<file path="src/rtl/vga_frame_reader.sv">
// VGA 640x480 timing with 2x upscaled frame-buffer fetch and RGB drive.
// Optional macro VGA_TEST_PATTERN_EN adds the test_pattern colour-bar input.
module vga_frame_reader #(
   parameter int H_ACTIVE   = 640,
   parameter int H_FP       = 16,
   parameter int H_SYNC     = 96,
   parameter int H_BP       = 48,
   parameter int V_ACTIVE   = 480,
   parameter int V_FP       = 10,
   parameter int V_SYNC     = 2,
   parameter int V_BP       = 33,
   parameter int RD_LATENCY = 1
) (
   input  logic        clk25,
   input  logic        rst,
   output logic [16:0] rd_addr,
   input  logic [11:0] rd_data,
   output logic [3:0]  vga_r,
   output logic [3:0]  vga_g,
   output logic [3:0]  vga_b,
   output logic        vga_hsync,
   output logic        vga_vsync,
   output logic        vga_blank_n,
   output logic        frame_start
`ifdef VGA_TEST_PATTERN_EN
   ,
   input  logic        test_pattern
`endif
);

   localparam int P       = 2 + RD_LATENCY;
   localparam int H_TOTAL = H_ACTIVE + H_FP + H_SYNC + H_BP;
   localparam int V_TOTAL = V_ACTIVE + V_FP + V_SYNC + V_BP;

   localparam logic [9:0]  H_LAST   = 10'(H_TOTAL - 1);
   localparam logic [9:0]  V_LAST   = 10'(V_TOTAL - 1);
   localparam logic [9:0]  H_ACT    = 10'(H_ACTIVE);
   localparam logic [9:0]  V_ACT    = 10'(V_ACTIVE);
   localparam logic [9:0]  V_ACT_LL = 10'(V_ACTIVE - 1);
   localparam logic [9:0]  HS_BEG   = 10'(H_ACTIVE + H_FP);
   localparam logic [9:0]  HS_END   = 10'(H_ACTIVE + H_FP + H_SYNC);
   localparam logic [9:0]  VS_BEG   = 10'(V_ACTIVE + V_FP);
   localparam logic [9:0]  VS_END   = 10'(V_ACTIVE + V_FP + V_SYNC);
   localparam logic [16:0] STRIDE   = 17'(H_ACTIVE / 2);

   logic [9:0]   r_hcnt;
   logic [9:0]   r_vcnt;
   logic [16:0]  r_line_base;
   logic [16:0]  r_addr;
   logic         w_hwrap;
   logic         w_vwrap;
   logic         w_active;
   logic         w_hs;
   logic         w_vs;
   logic         w_first;

   logic [P-1:0] r_act_d;
   logic [P-1:0] r_hs_d;
   logic [P-1:0] r_vs_d;
   logic [P-1:0] r_fs_d;
   logic [11:0]  r_rgb;
   logic [11:0]  w_rgb;

   assign w_hwrap  = (r_hcnt == H_LAST);
   assign w_vwrap  = (r_vcnt == V_LAST);
   assign w_active = (r_hcnt < H_ACT) && (r_vcnt < V_ACT);
   assign w_hs     = ~((r_hcnt >= HS_BEG) && (r_hcnt < HS_END));
   assign w_vs     = ~((r_vcnt >= VS_BEG) && (r_vcnt < VS_END));
   assign w_first  = (r_hcnt == 10'd0) && (r_vcnt == 10'd0);

   always_ff @(posedge clk25) begin
      if (rst) begin
         r_hcnt <= '0;
         r_vcnt <= '0;
      end else if (w_hwrap) begin
         r_hcnt <= '0;
         r_vcnt <= w_vwrap ? 10'd0 : r_vcnt + 10'd1;
      end else begin
         r_hcnt <= r_hcnt + 10'd1;
      end
   end

   // Base advances only after the second copy of each stored line.
   always_ff @(posedge clk25) begin
      if (rst) begin
         r_line_base <= '0;
      end else if (w_hwrap) begin
         if (w_vwrap)
            r_line_base <= '0;
         else if (r_vcnt[0] && (r_vcnt < V_ACT_LL))
            r_line_base <= r_line_base + STRIDE;
      end
   end

   always_ff @(posedge clk25) begin
      if (rst)
         r_addr <= '0;
      else if (w_active)
         r_addr <= r_line_base + 17'(r_hcnt[9:1]);
   end

   assign rd_addr = r_addr;

   always_ff @(posedge clk25) begin
      if (rst) begin
         r_act_d <= '0;
         r_hs_d  <= '1;
         r_vs_d  <= '1;
         r_fs_d  <= '0;
      end else begin
         r_act_d <= {r_act_d[P-2:0], w_active};
         r_hs_d  <= {r_hs_d[P-2:0],  w_hs};
         r_vs_d  <= {r_vs_d[P-2:0],  w_vs};
         r_fs_d  <= {r_fs_d[P-2:0],  w_first};
      end
   end

`ifdef VGA_TEST_PATTERN_EN
   localparam int BAR_W = H_ACTIVE / 8;

   logic [2:0] w_bar;
   logic [2:0] r_bar_d [P];
   logic [P-1:0] r_tp_d;

   always_comb begin
      w_bar = '0;
      for (int k = 1; k < 8; k++)
         if (r_hcnt >= 10'(k * BAR_W))
            w_bar = 3'(k);
   end

   always_ff @(posedge clk25) begin
      if (rst) begin
         r_tp_d <= '0;
         for (int i = 0; i < P; i++)
            r_bar_d[i] <= '0;
      end else begin
         r_tp_d     <= {r_tp_d[P-2:0], test_pattern};
         r_bar_d[0] <= w_bar;
         for (int i = 1; i < P; i++)
            r_bar_d[i] <= r_bar_d[i-1];
      end
   end

   // Bar order white..black maps to inverted index bits per channel.
   always_comb begin
      w_rgb = rd_data;
      if (r_tp_d[P-2])
         w_rgb = {{4{~r_bar_d[P-2][1]}},
                  {4{~r_bar_d[P-2][2]}},
                  {4{~r_bar_d[P-2][0]}}};
   end
`else
   always_comb begin
      w_rgb = rd_data;
   end
`endif

   always_ff @(posedge clk25) begin
      if (rst)
         r_rgb <= '0;
      else
         r_rgb <= r_act_d[P-2] ? w_rgb : 12'h000;
   end

   assign vga_r       = r_rgb[11:8];
   assign vga_g       = r_rgb[7:4];
   assign vga_b       = r_rgb[3:0];
   assign vga_hsync   = r_hs_d[P-1];
   assign vga_vsync   = r_vs_d[P-1];
   assign vga_blank_n = r_act_d[P-1];
   assign frame_start = r_fs_d[P-1];

endmodule

</file>
<file path="config.mk">
export PLATFORM = sky130hd
export DESIGN_NAME = vga_frame_reader
export DESIGN_NICKNAME = d
export VERILOG_FILES = /design/src/rtl/vga_frame_reader.sv
export SDC_FILE = /design/constraint.sdc
export NUM_CORES = 1
export LEC_CHECK = 0
export ABC_AREA = 1
export CORE_ASPECT_RATIO = 0.7
export CORE_MARGIN = 4
export CORE_UTILIZATION = 59
export CTS_CLUSTER_SIZE = 10
export DETAILED_ROUTE_END_ITERATION = 8
export PLACE_DENSITY = 0.85
export SLEW_MARGIN = 20
export SYNTH_ARGS = -nofsm -noshare
export SYNTH_HDL_FRONTEND = slang
export SYNTH_SLANG_ARGS = --single-unit
</file>
<file path="constraint.sdc">
create_clock -name clk25 -period 4.1 [get_ports clk25]
set_input_delay 1.23 -clock clk25 [delete_from_list [all_inputs] [get_ports clk25]]
set_output_delay 1.23 -clock clk25 [all_outputs]
set_load 0.02 [all_outputs]
</file>
==> qor.yml, run 1 <==
worst_setup_path:
  cp_common_cell: "o21ai_0"
  crit_buf_inv: 2
  slowest_delay_ps: 510
  cp_top_family: "buffers and inverters"
  crit_start: "rst"
  reg2reg_slack_ps: 1910
  cp.arrival_ps: 3100
  endpoint_kind: "register"
  reg2reg_depth: 11
  reg2reg_from: "r_hcnt[0]$_SDFF_PP0_"
  crit_type: "in2reg"
  crit_chain: "clkdlybuf4s50_1 -> inv_1 -> nand2_1 -> o21ai_0 -> o21ai_0 -> a21oi_1"
  critPathRequiredTime_ps: 4380
  critical_path.max_fanout: 21
  critPathSlowestCell: "inv_1"
  r2r_end: "r_line_base[15]$_SDFFE_PP0P_"
  worstSetupStartpointType: "primary input"
yosys:
  synth_fp_nets: 483
  synth.ff_latch_count: 72
  yosysUniqueCellTypes: 35
  postSynthAreaPerCell_um2: 7.31
  ys_seq_area_share_pct: 42.7
  synth-edff-count: 0
  syn_inst: 461
  yosysWarnings: 0
  synth_area_um2: 3370
  async_flop_share_pct: 0
  synth-main-ff-cell: "dfxtp_1"
clock_tree:
  cts_tree: "built"
  clk_pin_slew_ps: 70
  numClockSinks: 72
  ctsHoldBuffers: 0
  cts-root-buf: "clkbuf_8"
  cts_buffers: 9
  clk_latency_ps: 350
  post_cts_buffers: 0
  ctsResizeCount: 0
  clock_path_buffers: 2
  htree_num_levels: 3
timing:
  post-route-min-period_ps: 2810
  relSlewSlack_pct: 54.5
  fin_setup_tns_ps: 0
  worst_pin_slew_ps: 682
  max_freq_ghz: 0.355
  hold_viol: 0
  fin_skew_ps: 7.63
  rsz0062_at_grt: "no"
  drv_slew: 0
  finalCritPeriodShare_pct: 68.6
  setup_viol: 0
pwr:
  power.density_nw_per_um2: 324
  irDropWorstVdd_mv: 0.250
  finalPower_uw: 1300
  pwr-share-clk_pct: 40.4
  pwr-share-seq_pct: 54.8
  pwr-share-comb_pct: 4.8
  p_sw_share_pct: 22.8
  p_int_uw: 1010
  power_switching_uw: 297
  total_leakage_power_uw: 0.00172
final_layout:
  diodes: 0
  seq_area_um2: 1440
  drive_gt1_share_pct: 9.22
  syn_to_final_growth_pct: 19.4
  multiInputGateArea_um2: 1580
  nNetsFinal: 527
  fillers: 419
  design_area_um2: 4030
die:
  coreArea_um2: 5400
  die_area_um2: 7010
  die_y_um: 71.3
  ios: 47
  start_util_pct: 62.5
  die_w_um: 98.4
  rows: 22
placed_design:
  dp_hpwl_um: 5690
  io_buffers: 46
  gp_congestion: 0.951
  place_area_um2: 3830
flow_run:
  maxCapViolCount: 0
detailed_routing:
  wirelength_um: 7720
  via_count: 3045
  drc_errors: 0
  wire_per_inst_um: 13.3
  first_pass_iters: 5
  drt-initial-drc-count: 244
  viasPerCell: 5.23
  postRouteAntennaNets: 0
global_routing:
  grtUsageTotal_pct: 22.9
  antenna_found_initial: 0
  grt_pass1_wl_um: 12800
  first_global_vias: 2781
  grt_overflow: 0
  grt_max_degree: 32
worst_hold_path:
  min_from: "r_fs_d[1]$_SDFF_PP0_"
  hold_path_depth: 2
  hold_class: "reg2reg"
  min_delay_worst_endpoint: "r_fs_d[2]$_SDFF_PP0_"
outcome:
  outcome: "finished, final reports clean"
-- registers in the layout (all words and copies together), names as in the netlist --
signal and flops:
r_fs_d 3, r_rgb 12, r_vs_d 3, r_act_d 3, r_hcnt 10, r_line_base 11, r_vcnt 10, r_hs_d 3
rd_addr 17
-- metal layers --
| layer | global-route usage [%] | routed length, um | vias to the layer above |
|---|---|---|---|
| met5 | 0 | 0 | - |
| met2 | 35.4 | 3370 | 99 |
| met3 | 7.88 | 524 | 11 |
| met1 | 30.5 | 3710 | 1380 |
| met4 | 7.12 | 116 | 0 |
| li1 | - | - | 1555 |
-- area by class of cell --
type	count	area share (%)
Clock inverter	4	0.684
Timing Repair Buffer	47	11.6
Inverter	68	6.34
Sequential cell	72	35.8
Tap cell	72	2.24
Multi-Input combinational cell	307	39.2
Clock buffer	12	4.10
-- worst reg2reg max path, stage by stage, from the launching register on --
cell,delay (ps)
dfxtp_1,380
ha_1,190
nand2_1,80
nor2_2,200
nand3_2,320
inv_1,410
nand2_1,170
o21ai_2,150
nand2_1,80
nand2_1,60
nand2_1,40
inv_1,40
-- synth_stat cells, types with 2 or more instances --
| cell | count | area (um^2) |
|---|---|---|
| a21oi_1 | 31 | 155 |
| o21ai_0 | 18 | 90.1 |
| nor4_1 | 3 | 18.8 |
| nand2_1 | 95 | 357 |
| nor2_2 | 5 | 31.3 |
| buf_2 | 3 | 15.0 |
| buf_4 | 5 | 37.5 |
| nand3_2 | 2 | 20.0 |
| nor2_1 | 55 | 206 |
| nor3_1 | 8 | 40.0 |
| inv_1 | 65 | 244 |
| or2_2 | 5 | 31.3 |
| dfxtp_1 | 72 | 1440 |
| nor3b_1 | 3 | 22.5 |
| buf_6 | 3 | 33.8 |
| o21a_1 | 4 | 30.0 |
| clkbuf_1 | 3 | 11.3 |
| o21ai_2 | 2 | 17.5 |
| ha_1 | 8 | 100 |
| nand3_1 | 31 | 155 |
| nand2_2 | 5 | 31.3 |
| xor2_1 | 7 | 61.3 |
| inv_2 | 3 | 11.3 |
| nor2_4 | 4 | 45.0 |
| nand4_1 | 11 | 68.8 |
-- power by group through the flow --
stage | logic, uW | clock network, uW | registers [uW]
CTS | 62.6 | 536 | 714
global route | 68.0 | 573 | 715
floorplan | 27.0 | 0 | 735
detailed placement | 61.6 | 0 | 730
finish | 62.2 | 527 | 714
global placement | 60.5 | 0 | 729
-- kinds of logic after synthesis --
group                      synth area share (%)
DFF                                        42.7
xor gates and xnor gates                   2.08
AOI/OAI and AO/OA                          9.94
adders and majority gates                  2.97
and+or+nand+nor                            31.8
buffers and inverters                      10.5
-- how the worst max path moves through the flow --
stage                                              to  slack (ps)  depth (start not counted)
after global routing           r_vcnt[4]$_SDFFE_PP0P_        1120                          6
final                          r_vcnt[4]$_SDFFE_PP0P_        1290                          6
after CTS                      r_vcnt[4]$_SDFFE_PP0P_        1310                          6
after floorplan           r_line_base[6]$_SDFFE_PP0P_        1980                          6
after global placement         r_vcnt[4]$_SDFFE_PP0P_        1020                          6
after detailed placement       r_vcnt[4]$_SDFFE_PP0P_         970                          6
-- metrics by stage --
| step | worst slack, ps | hold WS [ps] | cells | utilization, % |
|---|---|---|---|---|
| 2_1_floorplan | 1980 | 388 | 461 | - |
| 3_3_place_gp | 1020 | 391 | 566 | 71.0 |
| 3_5_place_dp | 968 | 395 | 566 | 71.0 |
| 4_1_cts | 1310 | 408 | 582 | 74.6 |
| 5_1_grt | 1120 | 427 | 582 | 74.6 |
| 6_report | 1290 | 404 | 582 | 74.6 |
-- layout by cell type (no fill, tap or decap), types with 11 or more instances in the layout --
cell type and count:
dfxtp_1 72, nor2_1 55, nand2_1 95, clkdlybuf4s50_1 46
o21ai_0 18, inv_1 65, nand3_1 31, clkbuf_8 12
a21oi_1 31, nand4_1 11
Power figures use the tool's default switching activity.
==> run 2: changes to the inputs <==
CORE_UTILIZATION = 54   (was 59)
PLACE_DENSITY = 0.79   (was 0.85)
clock period = 2.7 ns   (was 4.1 ns; I/O delays follow)
==> qor.yml, run 2 (synthesized netlist as in run 1, its figures left out) <==
outcome:
  outcome: "finished, final reports clean"
die:
  die_w_um: 102
  ios: 47
  die_y_um: 74.1
  start_util_pct: 57.2
  coreArea_um2: 5900
  rows: 23
  die_area_um2: 7590
clock_tree:
  numClockSinks: 72
  cts_tree: "built"
  cts_buffers: 9
  ctsResizeCount: 0
  clk_latency_ps: 340
  htree_num_levels: 3
  cts-root-buf: "clkbuf_8"
  clock_path_buffers: 2
  clk_pin_slew_ps: 70
  ctsHoldBuffers: 0
  post_cts_buffers: 0
final_layout:
  syn_to_final_growth_pct: 21.0
  drive_gt1_share_pct: 9.55
  diodes: 0
  seq_area_um2: 1440
  layout_common_cells: "95 x nand2_1, 72 x dfxtp_1, 65 x inv_1, 55 x nor2_1, 46 x clkdlybuf4s50_1"
  largest_register_ffs: 17
  nNetsFinal: 530
  fin_util_pct: 69.2
  multiInputGateArea_um2: 1580
  fillers: 499
  final_common_cell: "nand2_1"
worst_setup_path:
  critPathSlowestCell: "clkdlybuf4s50_1"
  crit_buf_inv: 1
  reg2reg_slack_ps: 860
  critPathRequiredTime_ps: 1890
  reg2reg_from: "r_vcnt[0]$_SDFFE_PP0P_"
  critical_path.max_fanout: 2
  crit_type: "reg2out"
  cp.arrival_ps: 1300
  cp_top_family: "buffers and inverters"
  crit_chain: "clkdlybuf4s50_1"
  worstSetupStartpointType: "register"
  slowest_delay_ps: 620
  endpoint_kind: "output pin"
  r2r_end: "r_line_base[7]$_SDFFE_PP0P_"
  reg2reg_depth: 9
pwr:
  pwr-share-comb_pct: 4.6
  pwr-share-seq_pct: 51.0
  p_int_uw: 1670
  finalPower_uw: 2120
  power.density_nw_per_um2: 521
  power_switching_uw: 458
  p_sw_share_pct: 21.6
  pwr-share-clk_pct: 44.4
  irDropWorstVdd_mv: 0.393
  total_leakage_power_uw: 0.00175
detailed_routing:
  postRouteAntennaNets: 0
  viasPerCell: 5.12
  first_pass_iters: 5
  via_count: 3008
  wirelength_um: 7780
  wire_per_inst_um: 13.2
  drc_errors: 0
  drt-initial-drc-count: 240
global_routing:
  grt_pass1_wl_um: 12900
  grt_max_degree: 32
  grt_overflow: 0
  first_global_vias: 2779
  grtUsageTotal_pct: 21.7
  antenna_found_initial: 0
placed_design:
  dp_hpwl_um: 5750
  place_ws_ps: 394
  gp_congestion: 0.916
  io_buffers: 46
timing:
  rsz0062_at_grt: "no"
  post-route-min-period_ps: 2110
  worst_pin_slew_ps: 461
  fin_ws_ps: 587
  max_freq_ghz: 0.473
  relSlewSlack_pct: 69.2
  drv_slew: 0
  finalCritPeriodShare_pct: 78.3
  hold_slack_ps: 405
  setup_viol: 0
  fin_setup_tns_ps: 0
  hold_viol: 0
  fin_skew_ps: 5.49
worst_hold_path:
  min_from: "r_fs_d[1]$_SDFF_PP0_"
  hold_class: "reg2reg"
  hold_path_depth: 2
  min_delay_worst_endpoint: "r_fs_d[2]$_SDFF_PP0_"
flow_run:
  maxCapViolCount: 0
run 2: cell count changes in the layout (fill, tap and decap cells not counted), sizes merged:
cell	change
clkinvlp	-1
bufinv	+2
clkbuf	-1
buf	+3
run 2: power by group through the flow:
stage	Combinational [uW]	Clock (uW)	Sequential, uW
detailed placement	97.1	0	1110
global route	108	1010	1080
floorplan	40.9	0	1120
global placement	93.9	0	1110
CTS	97.8	965	1080
finish	97.0	944	1080
run 2: final cells by class:
| type | count | share of cell area (%) |
|---|---|---|
| tap | 75 | 2.30 |
| sequential | 72 | 35.3 |
| timing repair buffer | 50 | 12.0 |
| clock inverter | 5 | 1.96 |
| clock buffer | 11 | 3.47 |
| multi-input combinational | 307 | 38.7 |
| inverter | 68 | 6.26 |
run 2: worst max-delay path by stage:
| stage | to | cells after the start | start | slack [ps] |
|---|---|---|---|---|
| 2_1_floorplan | r_line_base[6]$_SDFFE_PP0P_ | 6 | rst | 1000 |
| 3_3_place_gp | r_rgb[6]$_SDFF_PP0_ | 5 | rst | 490 |
| 3_5_place_dp | r_rgb[2]$_SDFF_PP0_ | 5 | rst | 390 |
| 4_1_cts | rd_addr[14] | 1 | rd_addr[14]$_SDFFE_PP0P_ | 570 |
| 5_1_grt | rd_addr[3] | 1 | rd_addr[3]$_SDFFE_PP0P_ | 520 |
| 6_report | rd_addr[6] | 1 | rd_addr[6]$_SDFFE_PP0P_ | 590 |
run 2: layer usage:
metal	vias up	GRT usage, %	share of wire, %
met5	-	0	0
met4	0	5.39	0.94
met3	7	5.34	5.8
met2	76	32.9	43
met1	1367	31.2	50
li1	1558	-	-
run 2: stage by stage:
step                std cells  instance area, um^2
floorplan                 461                 3370
global placement          572                 3860
detailed placement        572                 3860
CTS                       588                 4080
global route              588                 4080
finish                    588                 4080
==> run 3: changes to the inputs <==
CORE_UTILIZATION = 49   (was 54)
PLACE_DENSITY = 0.76   (was 0.79)
clock period = 1.75 ns   (was 2.7 ns; I/O delays follow)
==> qor.yml, run 3 (synthesized netlist as in run 1, its figures left out) <==
pwr:
  irDropWorstVdd_mv: 0.659
  finalPower_uw: 3720
  total_leakage_power_uw: 0.00203
  power.density_nw_per_um2: 864
timing:
  fin_setup_tns_ps: 0
  worst_pin_slew_ps: 475
  rsz0062_at_grt: "yes"
  fin_skew_ps: 4.98
  max_freq_ghz: 0.614
  finalCritPeriodShare_pct: 93.1
  relSlewSlack_pct: 68.1
  setup_viol: 0
  fin_ws_ps: 121
  drv_slew: 0
  hold_viol: 0
  post-route-min-period_ps: 1630
final_layout:
  final_common_cell: "nand2_1"
  layout_common_cells: "94 x nand2_1, 69 x dfxtp_1, 63 x inv_1, 55 x nor2_1, 33 x dlygate4sd2_1"
  diodes: 0
  syn_to_final_growth_pct: 27.8
  nNetsFinal: 548
  layout.cells.non_filler: 622
  largest_register_ffs: 17
  multiInputGateArea_um2: 1590
  fin_util_pct: 66.8
  drive_gt1_share_pct: 13.9
  fillers: 550
  seq_area_um2: 1450
worst_setup_path:
  critPathRequiredTime_ps: 2010
  cp.arrival_ps: 1880
  worstSetupStartpointType: "register"
  crit_type: "reg2reg"
  endpoint_kind: "register"
  critical_path.max_fanout: 10
detailed_routing:
  viasPerCell: 5.04
  postRouteAntennaNets: 0
  drc_errors: 0
  first_pass_iters: 6
  wire_per_inst_um: 13.6
  drt-initial-drc-count: 305
  wirelength_um: 8480
  via_count: 3133
clock_tree:
  cts_buffers: 9
  clk_latency_ps: 350
  cts_tree: "built"
  numClockSinks: 72
  htree_num_levels: 3
  cts-root-buf: "clkbuf_8"
  clock_path_buffers: 2
  clk_pin_slew_ps: 80
die:
  coreArea_um2: 6460
  die_area_um2: 8290
  rows: 24
  ios: 47
  die_w_um: 107
  die_y_um: 77.4
  start_util_pct: 52.2
placed_design:
  dp_hpwl_um: 6240
  io_buffers: 46
  gp_congestion: 0.868
  place_ws_ps: -112
  place_inst: 605
global_routing:
  grt_pass1_wl_um: 14300
  antenna_found_initial: 0
  grt_overflow: 0
  grt_max_degree: 32
  grtUsageTotal_pct: 21.5
  first_global_vias: 2911
worst_hold_path:
  hold_class: "reg2reg"
flow_run:
  maxCapViolCount: 0
outcome:
  outcome: "finished, final reports clean"
==> run 3: report_power, final <==
group / internal (uW) / leakage (uW) / switching, uW
clock network: 1240 / 0.000144 / 655
registers: 1660 / 0.000584 / 10.2
logic: 72.6 / 0.00130 / 84.0
==> run 3: per-layer routing <==
metal / vias up / track usage (%) / part of all wire, %
met4: 0 / 5.24 / 0.96
met2: 89 / 33.0 / 45
li1: 1593 / - / -
met1: 1440 / 30.2 / 48
met3: 11 / 5.89 / 6.1
met5: - / 0 / 0
==> run 3: area by class of cell <==
cell class / instances / area share, %
clock buffer: 9 / 2.87
clock inverter: 7 / 3.89
inverter: 68 / 5.98
multi-input combinational: 307 / 37.0
sequential: 72 / 33.5
tap: 91 / 2.64
timing repair buffer: 68 / 14.1
==> run 3: critical path: stages (launching register included) <==
cell and delay (ps):
dfxtp_2 360, ha_1 170, nand2_1 100, nor2_4 170, nand3_2 110, buf_4 200
nor2_4 110, nand2_2 80, nand3_2 90, nand2_1 50, nand2_1 60, inv_1 30
==> run 3: path summary, 6_finish.rpt <==
path         slack [ps]                            to  cells past startpoint                 start
max                 120  r_line_base[15]$_SDFFE_PP0P_                     11  r_hcnt[0]$_SDFF_PP0_
min reg2reg         410          r_fs_d[2]$_SDFF_PP0_                      2  r_fs_d[1]$_SDFF_PP0_
min                 410          r_fs_d[2]$_SDFF_PP0_                      2  r_fs_d[1]$_SDFF_PP0_
max reg2reg         120  r_line_base[15]$_SDFFE_PP0P_                     11  r_hcnt[0]$_SDFF_PP0_
==> run 3: what timing repair did <==
item,4_1_cts,5_1_grt
gates resized for setup,34,10
hold buffers,0,0
cloned,0,0
pin swaps,0,1
endpoints found under the setup margin,38,24
buffers inserted,0,1
==> run 3: per-stage QoR <==
step,cell area (um^2),hold slack (ps)
after floorplan,3370,388
after CTS,4290,408
after detailed placement,4030,393
final,4310,405
after global placement,4030,392
after global routing,4310,418
